**src/rtl/gpa_fhdo_defs.sv**
```systemverilog
// Shared definitions for the GPA-FHDO board SPI master: frame lengths,
// ADC read-back offset and FSM state encoding.
package gpa_fhdo_defs;

  localparam int DAC_BITS   = 24;
  localparam int ADC_BITS   = 32;
  localparam int ADC_RD_OFS = 16;

  typedef enum logic [2:0] {
    ST_IDLE  = 3'd0,
    ST_DESEL = 3'd1,
    ST_LEAD  = 3'd2,
    ST_SHIFT = 3'd3,
    ST_TRAIL = 3'd4,
    ST_GAP   = 3'd5
  } state_t;

endpackage

```
**src/rtl/gpa_fhdo_spi.sv**
```systemverilog
// SPI master for the GPA-FHDO gradient board: 24-bit DAC writes and 32-bit
// ADC frames sharing one chip-select line, SCLK idle high, all outputs registered.
module gpa_fhdo_spi
  import gpa_fhdo_defs::*;
#(
  parameter int DIV_W = 6
) (
  input  logic             clk,
  input  logic             rst,
  input  logic [23:0]      data_i,
  input  logic             adc_i,
  input  logic             valid_i,
  output logic             ready_o,
  input  logic [DIV_W-1:0] clk_div_i,
  output logic             csn_o,
  output logic             sclk_o,
  output logic             sdo_o,
  input  logic             sdi_i,
  output logic [15:0]      adc_data_o,
  output logic             adc_valid_o
);

  state_t           state_q, state_n;
  logic [DIV_W-1:0] cnt_q, cnt_n;
  logic [DIV_W-1:0] div_q, div_n;
  logic             adc_q, adc_n;
  logic             phase_q, phase_n;
  logic [4:0]       bit_q, bit_n;
  logic [31:0]      shreg_q, shreg_n;
  logic [15:0]      rx_q, rx_n;

  logic             ready_n, csn_n, sclk_n, sdo_n;
  logic [15:0]      adc_data_n;
  logic             adc_valid_n;
  logic             last;
  logic [4:0]       last_bit;

  assign last     = (cnt_q == '0);
  assign last_bit = adc_q ? 5'(ADC_BITS - 1) : 5'(DAC_BITS - 1);

  always_comb begin
    state_n     = state_q;
    cnt_n       = cnt_q;
    div_n       = div_q;
    adc_n       = adc_q;
    phase_n     = phase_q;
    bit_n       = bit_q;
    shreg_n     = shreg_q;
    rx_n        = rx_q;
    adc_data_n  = adc_data_o;
    adc_valid_n = 1'b0;

    if (state_q == ST_IDLE) begin
      if (valid_i) begin
        div_n   = clk_div_i;
        cnt_n   = clk_div_i;
        adc_n   = adc_i;
        phase_n = 1'b0;
        bit_n   = '0;
        shreg_n = adc_i ? {data_i[23:8], 16'h0000} : {data_i, 8'h00};
        state_n = adc_i ? ST_DESEL : ST_LEAD;
      end
    end else if (!last) begin
      cnt_n = cnt_q - 1'b1;
    end else begin
      // Phase boundary: reload the half-period counter and advance.
      cnt_n = div_q;
      case (state_q)
        ST_DESEL: state_n = ST_LEAD;
        ST_LEAD:  state_n = ST_SHIFT;
        ST_SHIFT: begin
          if (!phase_q) begin
            phase_n = 1'b1;
            if (adc_q && bit_q >= 5'(ADC_RD_OFS))
              rx_n = {rx_q[14:0], sdi_i};
          end else begin
            phase_n = 1'b0;
            shreg_n = {shreg_q[30:0], 1'b0};
            if (bit_q == last_bit)
              state_n = ST_TRAIL;
            else
              bit_n = bit_q + 1'b1;
          end
        end
        ST_TRAIL: begin
          if (adc_q) begin
            state_n     = ST_IDLE;
            adc_data_n  = rx_q;
            adc_valid_n = 1'b1;
          end else begin
            state_n = ST_GAP;
          end
        end
        ST_GAP:  state_n = ST_IDLE;
        default: state_n = ST_IDLE;
      endcase
    end

    // Pin values follow the next state so every output is a flop.
    ready_n = (state_n == ST_IDLE);
    sclk_n  = !(state_n == ST_SHIFT && phase_n);
    case (state_n)
      ST_IDLE, ST_GAP: csn_n = 1'b1;
      ST_DESEL:        csn_n = 1'b0;
      default:         csn_n = adc_n;
    endcase
    case (state_n)
      ST_LEAD, ST_SHIFT, ST_TRAIL: sdo_n = shreg_n[31];
      default:                     sdo_n = 1'b0;
    endcase
  end

  always_ff @(posedge clk or posedge rst) begin
    if (rst) begin
      state_q     <= ST_IDLE;
      cnt_q       <= '0;
      bit_q       <= '0;
      phase_q     <= 1'b0;
      adc_q       <= 1'b0;
      ready_o     <= 1'b1;
      csn_o       <= 1'b1;
      sclk_o      <= 1'b1;
      sdo_o       <= 1'b0;
      adc_data_o  <= '0;
      adc_valid_o <= 1'b0;
    end else begin
      state_q     <= state_n;
      cnt_q       <= cnt_n;
      bit_q       <= bit_n;
      phase_q     <= phase_n;
      adc_q       <= adc_n;
      ready_o     <= ready_n;
      csn_o       <= csn_n;
      sclk_o      <= sclk_n;
      sdo_o       <= sdo_n;
      adc_data_o  <= adc_data_n;
      adc_valid_o <= adc_valid_n;
    end
  end

  // Datapath registers are always (re)loaded before use, so no reset.
  always_ff @(posedge clk) begin
    div_q   <= div_n;
    shreg_q <= shreg_n;
    rx_q    <= rx_n;
  end

endmodule

```
**config.mk**
```make
export PLATFORM = sky130hd
export DESIGN_NAME = gpa_fhdo_spi
export DESIGN_NICKNAME = d
export VERILOG_FILES = /design/src/rtl/gpa_fhdo_defs.sv /design/src/rtl/gpa_fhdo_spi.sv
export SDC_FILE = /design/constraint.sdc
export NUM_CORES = 1
export LEC_CHECK = 0
export BUFFER_PORTS_ARGS = -buffer_cell sky130_fd_sc_hd__buf_2
export CORE_MARGIN = 2
export CORE_UTILIZATION = 55
export CTS_BUF_LIST = sky130_fd_sc_hd__clkbuf_8
export CTS_CLUSTER_SIZE = 28
export DETAILED_ROUTE_END_ITERATION = 10
export PLACE_DENSITY = 0.78
export SLEW_MARGIN = 10
export SYNTH_ARGS = -nofsm -noshare
export SYNTH_HDL_FRONTEND = slang
export SYNTH_SLANG_ARGS = --single-unit
```
**constraint.sdc**
```tcl
create_clock -name clk -period 6.98 [get_ports clk]
set_input_delay 1.047 -clock clk [delete_from_list [all_inputs] [get_ports clk]]
set_output_delay 1.047 -clock clk [all_outputs]
set_load 0.01 [all_outputs]
```
## Word-level counts from Yosys, hierarchy flattened

Cells that the tools add are included.

- Register bits: 91
- Bits of input ports: 35
- Word-level logic and storage cells: 85

- $add $sub $neg: 2
- Magnitude comparators: 1
- Eq/ne operators: 12
- Muxes and demuxes: 37
- Bitwise logic cells: 2
- Reduce and logical (&&, ||, !) cells: 16

Operators by type and width:

| operator | count |
|---|---|
| 32-bit 2-to-1 mux | 5 |
| 5-bit 2-to-1 mux | 6 |
| 3-bit 2-to-1 mux | 6 |
| 6-bit 2-to-1 mux | 3 |
| 16-bit 2-to-1 mux | 1 |
| 3-bit by 2-bit equality test with 1-bit output (second input constant) | 4 |
| 1-bit 2-to-1 mux | 12 |
| 3-bit one-hot mux with 4 select lines | 1 |
| 5-bit AND reduction | 2 |
| 3-bit equality test (second input constant) | 3 |
| 4-bit AND reduction | 2 |
| 3-bit by 1-bit equality test with 1-bit output (second input constant) | 2 |
| 3-bit zero test | 2 |
| 6-bit zero test | 1 |
| 2-bit nonzero test | 3 |
| 6-bit by 1-bit subtractor with 6-bit output (second input constant) | 1 |
| 5-bit by 1-bit adder with 5-bit output (second input constant) | 1 |
| 5-bit equality test | 1 |
| 5-bit >= comparator (second input constant) | 1 |
| 4-bit 2-to-1 mux | 1 |
| 2-bit inequality test (second input constant) | 2 |
| 3-bit OR reduction | 1 |
| 1-bit logical AND | 2 |
| 2-bit 2-to-1 mux | 1 |
| other kinds (5) | 6 |

## Depth between registers and ports, before layout

Gate-level depths: netlist of the first run.

- Depth in word-level cells: 10
- Gate-level depth with buffers: 8
- Mapped depth without buffers: 7

## Least setup slack after synthesis of the first run

OpenSTA, ideal clock, no wires.

- Kind: reg2reg
- Start: register cnt_q[2]
- End: register rx_q[0] (enable)
- Setup time: 0.409 ns
- Data arrival time: 2.359 ns
- Required time: 6.571 ns
- Path slack: 4.212 ns
- Cell stages (with the launch flop): 6
- Clock period less this slack: 2.768 ns
- Path through: dfrtp_1 or3_1 buf_2 nor2_1 nand2_1 nor3_1

- Word-level cells in the longest chain between the ends: 2

Ends and longest elaborated chain:

| element | RTL line | RTL |
|---|---|---|
| from (decl) | gpa_fhdo_spi.sv:24 | `logic [DIV_W-1:0] cnt_q, cnt_n;` |
| from (signal assigned) | gpa_fhdo_spi.sv:128 | `cnt_q <= cnt_n;` |
| 6-bit zero test | gpa_fhdo_spi.sv:38 | `assign last = (cnt_q == '0);` |
| 5-bit AND reduction (no source line) | -- |  |
| to (signal assigned) | gpa_fhdo_spi.sv:145 | `rx_q <= rx_n;` |
| to (decl) | gpa_fhdo_spi.sv:30 | `logic [15:0] rx_q, rx_n;` |

Every way passes these cells.
A chain may end at the register's enable or synchronous reset.

## Worst setup path in the final report of the first run

- Start: register state_q[2]
- End: register sdo_o

- Elaborated cells on any way between the ends: 19
- Classes of those cells: eq/ne (7); mux (10); reduce/logical (2)

RTL lines:

| element | RTL line | RTL |
|---|---|---|
| from (decl) | gpa_fhdo_spi.sv:23 | `state_t state_q, state_n;` |
| from (signal assigned) | gpa_fhdo_spi.sv:127 | `state_q <= state_n;` |
| 3-bit by 2-bit equality test with 1-bit output | gpa_fhdo_spi.sv:68 | `case (state_q)` |
| 32-bit 2-to-1 mux | gpa_fhdo_spi.sv:68 |  |
| 32-bit 2-to-1 mux | gpa_fhdo_spi.sv:63 | `end else if (!last) begin` |
| 32-bit 2-to-1 mux * | gpa_fhdo_spi.sv:53 | `if (state_q == ST_IDLE) begin` |
| named net shreg_n[31] | gpa_fhdo_spi.sv:29 | `logic [31:0] shreg_q, shreg_n;` |
| 1-bit 2-to-1 mux * | gpa_fhdo_spi.sv:107 | `case (state_n)` |
| named net sdo_n | gpa_fhdo_spi.sv:32 | `logic ready_n, csn_n, sclk_n, sdo_n;` |
| to (signal assigned) | gpa_fhdo_spi.sv:135 | `sdo_o <= sdo_n;` |
| to (decl) | gpa_fhdo_spi.sv:17 | `output logic sdo_o,` |

Mark *: on every way through the listed nets, which the timed path passes. The rest lies on a longest branch. The select of a mux whose other input is x is not followed.

==> impl_metrics.ini, run 1 <==
[run_status]
outcome = finished clean

[cells_and_area]
syn2layout_area_growth_pct = 14.19
num-fill-cells = 475
drive_above_1_share_pct = 31.38
final_cells = 402
multi_input_area_sq_um = 1109
antenna_cells = 0
seq_area_sq_um = 2511
final_cell_area_sq_um = 4209
fin_nets = 357

[clocking]
cts-root-buf = clkbuf_8
clock_latency_ns = 0.35
clk_pin_slew_ns = 0.09
cts.path.max_buffers = 2
htree_levels = 3
numCtsBuffers = 9
clock-sinks = 90
cts_tree = done
post-cts-setup-buffer-count = 0
cts_resized = 0
cts_hold_buf = 0

[timing]
slew_viol_final = 0
clock_skew_ns = 0.01033
worstMarginPinSlew_ns = 0.8557
final.min_clock_period_ns = 3.655
fin_crit_sh_pct = 52.37
finalHoldViolCount = 0
setup_viol = 0
rsz0062_at_grt = false
layout_setup_ws_ns = 3.325
whs_ns = 0.4444
relSlewSlack_pct = 42.89
clock.fmax_mhz = 273.6
fin_tns_setup_ns = 0

[synth]
syn_nets = 299
synth-edff-count = 52
synth-main-ff-cell = edfxtp_1
synth_commonest_cells = edfxtp_1, dfrtp_1, a22o_1
async_reset_ff_share_pct = 41.11
synth_cell_types = 44
yosysWarnings = 0
syn_area_per_cell_sq_um = 14.07
synth_top_area_share_pct = 42.36
ys_top_cells_by_area = edfxtp_1, dfrtp_1, a22o_1
synth_top_area_cell = edfxtp_1
syn_area_sq_um = 3686
yosys_register_bits = 90
synth_most_common_cell = edfxtp_1
syn_inst = 262
synth_seq_area_share_pct = 68.13

[drt]
drtPass1Iterations = 6
drt-vias-per-instance = 5.841
num_vias = 2348
ant_nets = 0
drtIter0Drc = 169
wl_per_cell_microns = 16.62
wl_microns = 6682
drc = 0

[placement]
dp_slack_ns = 3.369
place_area_sq_um = 4040
dpl.hpwl_microns = 4432
port-buffer-count = 55
place_congestion = 0.8578
placedCellCount = 386

[worst_setup_path]
max_stage_delay_ns = 0.76
worst_r2r_endpoint = sdo_o
rrSetupSlack_ns = 3.32
reg2regPathDepth = 6
worstPathMaxFanout = 31
crit_required_ns = 7.27
arrival_ns = 3.94
cp_num_buf_inv = 1
crit_path_top_delay_cell = inv_1
critPathLaunchType = register
critPathKind = register to register
path_delay_family = simple AND/OR/NAND/NOR gates
crit_chain = nor3_1 > nand2_1 > inv_1 > or2_2 > o221a_2 > a21boi_1
end_kind = register
reg2reg_from = state_q[2]

[power_and_ir_drop]
ir_drop_v = 0.0001240
leakagePower_nw = 1.783
p_per_area_nw_per_um2 = 214.3

[floorplanning]
coreArea_sq_um = 6422
pin_count = 56
start_util_pct = 57.39
die_x_microns = 85.87
dieArea_sq_um = 7373
die_h_microns = 85.87
rows = 29

[worst_hold_path]
hold_depth = 0
worstHoldPathType = register to register
hp-start = rx_q[5]
hold_end = rx_q[6]

[flow_run]
maxCapViolCount = 0

[global_routing]
grt_pass1_wl_microns = 10890
grt_max_degree = 38
grtUsageTotal_pct = 19.43
grt_pass1_vias = 2215
overflow = 0
antenna_found_initial = 0
[placed cells by master (no fill, tap or decap), types with 9 or more instances in the layout]
master / Yosys / final
clkbuf_8: 0 / 9
a22o_1: 23 / 23
mux2_2: 16 / 16
nor2_1: 12 / 12
buf_2: 3 / 55
nand3_1: 9 / 9
nand2_1: 15 / 15
edfxtp_1: 52 / 52
dfrtp_1: 34 / 34
[worst max path at each step]
stage | start | end | slack, ns | depth (start not counted)
after CTS | state_q[2] | sdo_o | 3.35 | 6
after global routing | state_q[2] | sdo_o | 2.95 | 6
after global placement | state_q[2] | sdo_o | 3.50 | 6
after floorplan | cnt_q[2] | rx_q[0] | 4.21 | 5
final | state_q[2] | sdo_o | 3.32 | 6
after detailed placement | state_q[2] | sdo_o | 3.37 | 6
[area by class of cell]
class	instances	share of cell area, %
Sequential cell	90	59.66
Multi-Input combinational cell	154	26.34
Timing Repair Buffer	58	7.075
Clock buffer	9	2.943
Tap cell	77	2.289
Clock inverter	7	1.070
Inverter	7	0.6243
[per-layer routing]
metal / part of all wire (%) / up-vias / global-route usage (%)
met5: 0 / - / 0
met4: 1.6 / 0 / 7.648
met3: 5.2 / 13 / 4.812
met2: 47 / 65 / 29.18
met1: 46 / 1167 / 27.63
li1: - / 1103 / -
[report_power, final]
group	total, mW	switching, mW	internal, mW
combinational	0.0258	0.0137	0.0121
clock	0.312	0.183	0.129
sequential	0.564	0.00255	0.561
total	0.902	0.200	0.702
[worst register-to-register path: cells and delay by family, from the launching register on]
kind                   cells  cell delay (ns)
and+or+nand+nor            3             1.85
buffers and inverters      1             0.76
AOI/OAI and AO/OA          2             0.49
DFF                        1             0.49
[state kept, by name, summed over array words and instances (netlist names), 3 cells and up]
name / cells
state_q: 3
bit_q: 5
div_q: 6
shreg_q: 31
adc_data_o: 16
cnt_q: 6
rx_q: 16
[through the flow]
stage	power, mW	utilization (%)
after floorplan	0.5865	-
after global placement	0.6008	62.91
after detailed placement	0.6015	62.91
after CTS	0.9061	65.54
after global routing	0.9301	65.54
final	0.9018	65.54
[kinds of logic after synthesis]
family                   share of synthesized area [%]
flip-flops                                       68.13
AND/OR/NAND/NOR                                  10.76
AO/OA/AOI/OAI                                    10.96
multiplexers                                     6.246
buffers and inverters                            1.935
XOR/XNOR                                         1.188
adder cells (fa/ha/maj)                         0.6788
other                                           0.1017
Note: power is estimated with default switching activity, not from simulation.
==> inputs of run 2 (changes only) <==
- clock period: 6.98 -> 3.8 ns (I/O delays scaled with it)
==> run 2 against run 1 <==
  * Sequential power increased by 84%
  * Non-clock buffer count is 2 higher
  * Largest power group unchanged
  * Clock power is 100% higher
  * Highest routed layer unchanged
  * Fmax grew 49%
  * Largest cell class unchanged
  * Critical path type unchanged
==> impl_metrics.ini, run 2 (synthesis results as in run 1) <==
[power_and_ir_drop]
p_per_area_nw_per_um2 = 404.4
finalPower_mw = 1.718
leakagePower_nw = 1.804
ir_drop_v = 0.0002057

[worst_setup_path]
worstPathMaxFanout = 31
critPathKind = register to register
max_stage_delay_ns = 0.58
worst_r2r_endpoint = sdo_o
path_delay_family = simple AND/OR/NAND/NOR gates
crit_chain = nor3_1 > buf_4 > nand2_1 > inv_1 > or2_2 > o221a_2 > a21boi_1
end_kind = register
cp_num_buf_inv = 2
rrSetupSlack_ns = 1.35
crit_path_top_delay_cell = or2_2
reg2regPathDepth = 7
arrival_ns = 2.72
crit_required_ns = 4.07
critPathLaunchType = register
reg2reg_from = state_q[2]

[cells_and_area]
num-fill-cells = 465
final_cell_area_sq_um = 4249
final_cells = 404
largestRegisters = shreg_q (31), adc_data_o (16), rx_q (16)
drive_above_1_share_pct = 31.80
fin_nets = 359
final_util_pct = 66.16
max_flop_register = shreg_q
syn2layout_area_growth_pct = 15.28
final_cell_mix = buf_2, edfxtp_1, dfrtp_1
layout_commonest_cell = buf_2
multi_input_area_sq_um = 1109
seq_area_sq_um = 2511
antenna_cells = 0
largest_reg_flops = 31

[clocking]
clock_latency_ns = 0.35
cts_resized = 0
cts_tree = done
clk_pin_slew_ns = 0.09
post-cts-setup-buffer-count = 0
cts-root-buf = clkbuf_8
htree_levels = 3
cts_hold_buf = 0
numCtsBuffers = 9
cts.path.max_buffers = 2
clock-sinks = 90

[global_routing]
grt_max_degree = 36
antenna_found_initial = 0
grtUsageTotal_pct = 19.18
grt_pass1_vias = 2210
overflow = 0
grt_pass1_wl_microns = 10830

[placement]
place_area_sq_um = 4055
place_congestion = 0.7901
dpl.hpwl_microns = 4392
placedCellCount = 388
port-buffer-count = 55

[worst_hold_path]
worstHoldPathType = primary input to asynchronous set/reset pin

[run_status]
outcome = finished clean

[drt]
wl_per_cell_microns = 16.37
drtIter0Drc = 123
drc = 0
wl_microns = 6614
num_vias = 2312
drtPass1Iterations = 6
ant_nets = 0
drt-vias-per-instance = 5.723

[floorplanning]
pin_count = 56
start_util_pct = 57.39
rows = 29
dieArea_sq_um = 7373
die_x_microns = 85.87
coreArea_sq_um = 6422
die_h_microns = 85.87

[timing]
finalHoldViolCount = 0
clock.fmax_mhz = 407.5
rsz0062_at_grt = false
final.min_clock_period_ns = 2.454
worstMarginPinSlew_ns = 0.7362
slew_viol_final = 0
relSlewSlack_pct = 50.74
clock_skew_ns = 0.01089
setup_viol = 0
fin_crit_sh_pct = 64.58
fin_tns_setup_ns = 0

[flow_run]
maxCapViolCount = 0
-- run 2: worst register-to-register path, delay by kind of cell, from the launching register on --
family / cells / cell delay (ns)
simple gates: 3 / 1.05
flops: 1 / 0.50
compound gates: 2 / 0.50
buf+inv: 2 / 0.33
-- run 2: cell type report --
cell class                      instances  area share [%]
Clock buffer                            9           2.915
Clock inverter                          7           1.649
Inverter                                7          0.6184
Multi-Input combinational cell        154           26.09
Sequential cell                        90           59.10
Tap cell                               77           2.267
Timing Repair Buffer                   60           7.362
-- run 2: routing by layer --
| layer | global-route usage (%) | share of wire (%) | vias up |
|---|---|---|---|
| met1 | 28.53 | 48 | 1137 |
| met2 | 28.19 | 47 | 62 |
| met3 | 3.561 | 4.3 | 7 |
| li1 | - | - | 1106 |
| met4 | 7.648 | 1.2 | 0 |
| met5 | 0 | 0 | - |
-- run 2: how the worst max path moves through the flow --
stage | from | cells past startpoint | end | slack [ns]
3_3_place_gp | state_q[2] | 7 | sdo_o | 1.40
3_5_place_dp | cnt_q[2] | 5 | sdo_o | 1.34
6_report | state_q[2] | 7 | sdo_o | 1.35
4_1_cts | cnt_q[2] | 5 | sdo_o | 1.33
2_1_floorplan | cnt_q[2] | 5 | rx_q[0] | 1.03
5_1_grt | state_q[2] | 7 | sdo_o | 1.13
-- run 2: report_power, final --
| part | leakage, nW | total (mW) | switching [mW] | internal (mW) |
|---|---|---|---|---|
| Combinational | 0.783 | 0.0471 | 0.0248 | 0.0222 |
| Sequential | 0.922 | 1.04 | 0.00400 | 1.03 |
| Clock | 0.0983 | 0.636 | 0.332 | 0.304 |
-- run 2: metrics by stage --
step / setup slack (ns) / hold slack, ns
finish: 1.346 / 0.2989
global route: 1.131 / 0.3564
CTS: 1.329 / 0.3053
detailed placement: 1.341 / 0.4319
global placement: 1.396 / 0.4267
floorplan: 1.032 / 0.4222
==> inputs of run 3 (changes only) <==
- clock period: 3.8 -> 2.4 ns (I/O delays scaled with it)
==> run 3 against run 2 <==
  * Critical endpoint is now bit_q[4]
  * Flip-flop and latch count stayed put
  * Count of clock-buffer cells in the layout stayed put
  * Highest routed layer unchanged
  * Power is 66% higher
  * Largest power group unchanged
  * The run now ends with design-rule violations left
  * Final area is 2.3% higher
  * First-iteration DRC count is 19% higher
==> impl_metrics.ini, run 3 (synthesis results as in run 1) <==
[clocking]
clock-sinks = 90
post-cts-setup-buffer-count = 0
cts_hold_buf = 0
cts.path.max_buffers = 2
htree_levels = 3
clock_latency_ns = 0.36
clk_pin_slew_ns = 0.09
cts-root-buf = clkbuf_8
numCtsBuffers = 9
cts_resized = 0
cts_tree = done

[worst_setup_path]
rrSetupSlack_ns = 0.19
worst_r2r_endpoint = bit_q[4]
reg2reg_from = cnt_q[2]
end_kind = register
worstPathMaxFanout = 34
arrival_ns = 2.45
crit_chain = or3_1 > nor4_4 > buf_4 > nand4_1 > xor2_1 > nor2_1
crit_path_top_delay_cell = or3_1
critPathKind = register to register
critPathLaunchType = register
crit_required_ns = 2.64
max_stage_delay_ns = 0.53
reg2regPathDepth = 6

[placement]
dp_slack_ns = 0.2291
place_congestion = 0.8491
dpl.hpwl_microns = 4415
port-buffer-count = 55
placedCellCount = 395

[cells_and_area]
largestRegisters = shreg_q (31), adc_data_o (16), rx_q (16)
drive_above_1_share_pct = 33.53
max_flop_register = shreg_q
final_cells = 411
antenna_cells = 0
layout_commonest_cell = buf_2
largest_reg_flops = 31
syn2layout_area_growth_pct = 17.92
fin_nets = 366
final_cell_mix = buf_2, edfxtp_1, dfrtp_1

[global_routing]
overflow = 0
grt_pass1_vias = 2305
antenna_found_initial = 0
grt_pass1_wl_microns = 11080
grt_max_degree = 38
grtUsageTotal_pct = 19.79

[timing]
finalHoldViolCount = 0
clock.fmax_mhz = 452.5
setup_viol = 0
whs_ns = 0.1034
final.min_clock_period_ns = 2.210
clock_skew_ns = 0.01223
slew_viol_final = 0
rsz0062_at_grt = false
fin_crit_sh_pct = 92.08
layout_setup_ws_ns = 0.1901
fin_tns_setup_ns = 0

[power_and_ir_drop]
ir_drop_v = 0.0004272
leakagePower_nw = 1.860
p_per_area_nw_per_um2 = 657.4
finalPower_mw = 2.858

[drt]
drc = 3
drtPass1Iterations = 8
wl_microns = 6657
drt-vias-per-instance = 5.740
drtIter0Drc = 146
num_vias = 2359
wl_per_cell_microns = 16.20
ant_nets = 0

[floorplanning]
pin_count = 56
coreArea_sq_um = 6422
die_x_microns = 85.87
die_h_microns = 85.87
dieArea_sq_um = 7373
rows = 29
start_util_pct = 57.39

[run_status]
outcome = finished, violations left
violations = design-rule violations

[worst_hold_path]
worstHoldPathType = primary input to asynchronous set/reset pin

[flow_run]
maxCapViolCount = 0
-- run 3: cell count changes in the layout (fill, tap and decap cells not counted), sizes merged --
cell	delta
bufinv	+1
clkinvlp	-2
buf	+7
clkinv	+1
-- run 3: metal layers --
metal / wire length, microns / GRT usage (%) / up-vias
li1: - / - / 1122
met1: 3087 / 28.15 / 1162
met2: 3198 / 29.39 / 70
met3: 312 / 5.390 / 5
met4: 59 / 7.504 / 0
met5: 0 / 0 / -
-- run 3: worst max-delay path by stage --
stage                   from  cells past startpoint        to  slack (ns)
CTS                 cnt_q[2]                      6  bit_q[4]        0.21
global placement    cnt_q[2]                      6  bit_q[4]        0.29
finish              cnt_q[2]                      6  bit_q[4]        0.19
global route        cnt_q[2]                      6  bit_q[1]        0.03
detailed placement  cnt_q[2]                      6  bit_q[4]        0.23
floorplan           cnt_q[2]                      6     sdo_o        0.03
-- run 3: per-stage QoR --
stage	instance area (sq um)	util [%]
after floorplan	3691	-
after global placement	4120	64.15
after detailed placement	4120	64.15
after CTS	4347	67.68
after global routing	4347	67.68
final	4347	67.68
-- run 3: final cells by class --
type                       count  area (sq um)
multi-input combinational    154          1109
tap                           77         96.34
inverter                       7         26.28
timing repair buffer          67         377.9
clock inverter                 7         102.6
fill                         456          2076
clock buffer                   9         123.9
sequential                    90          2511
-- run 3: power by group --
part	total (mW)	switching, mW	internal (mW)	leakage, nW
combinational	0.0743	0.0391	0.0352	0.822
clock	1.14	0.547	0.596	0.117
sequential	1.64	0.00713	1.63	0.922
-- run 3: critical path: cells and delay by family, from the launching register on --
family / cells / cell delay [ns]
buf+inv: 1 / 0.37
flops: 1 / 0.44
simple gates: 4 / 1.11
xor+xnor: 1 / 0.18
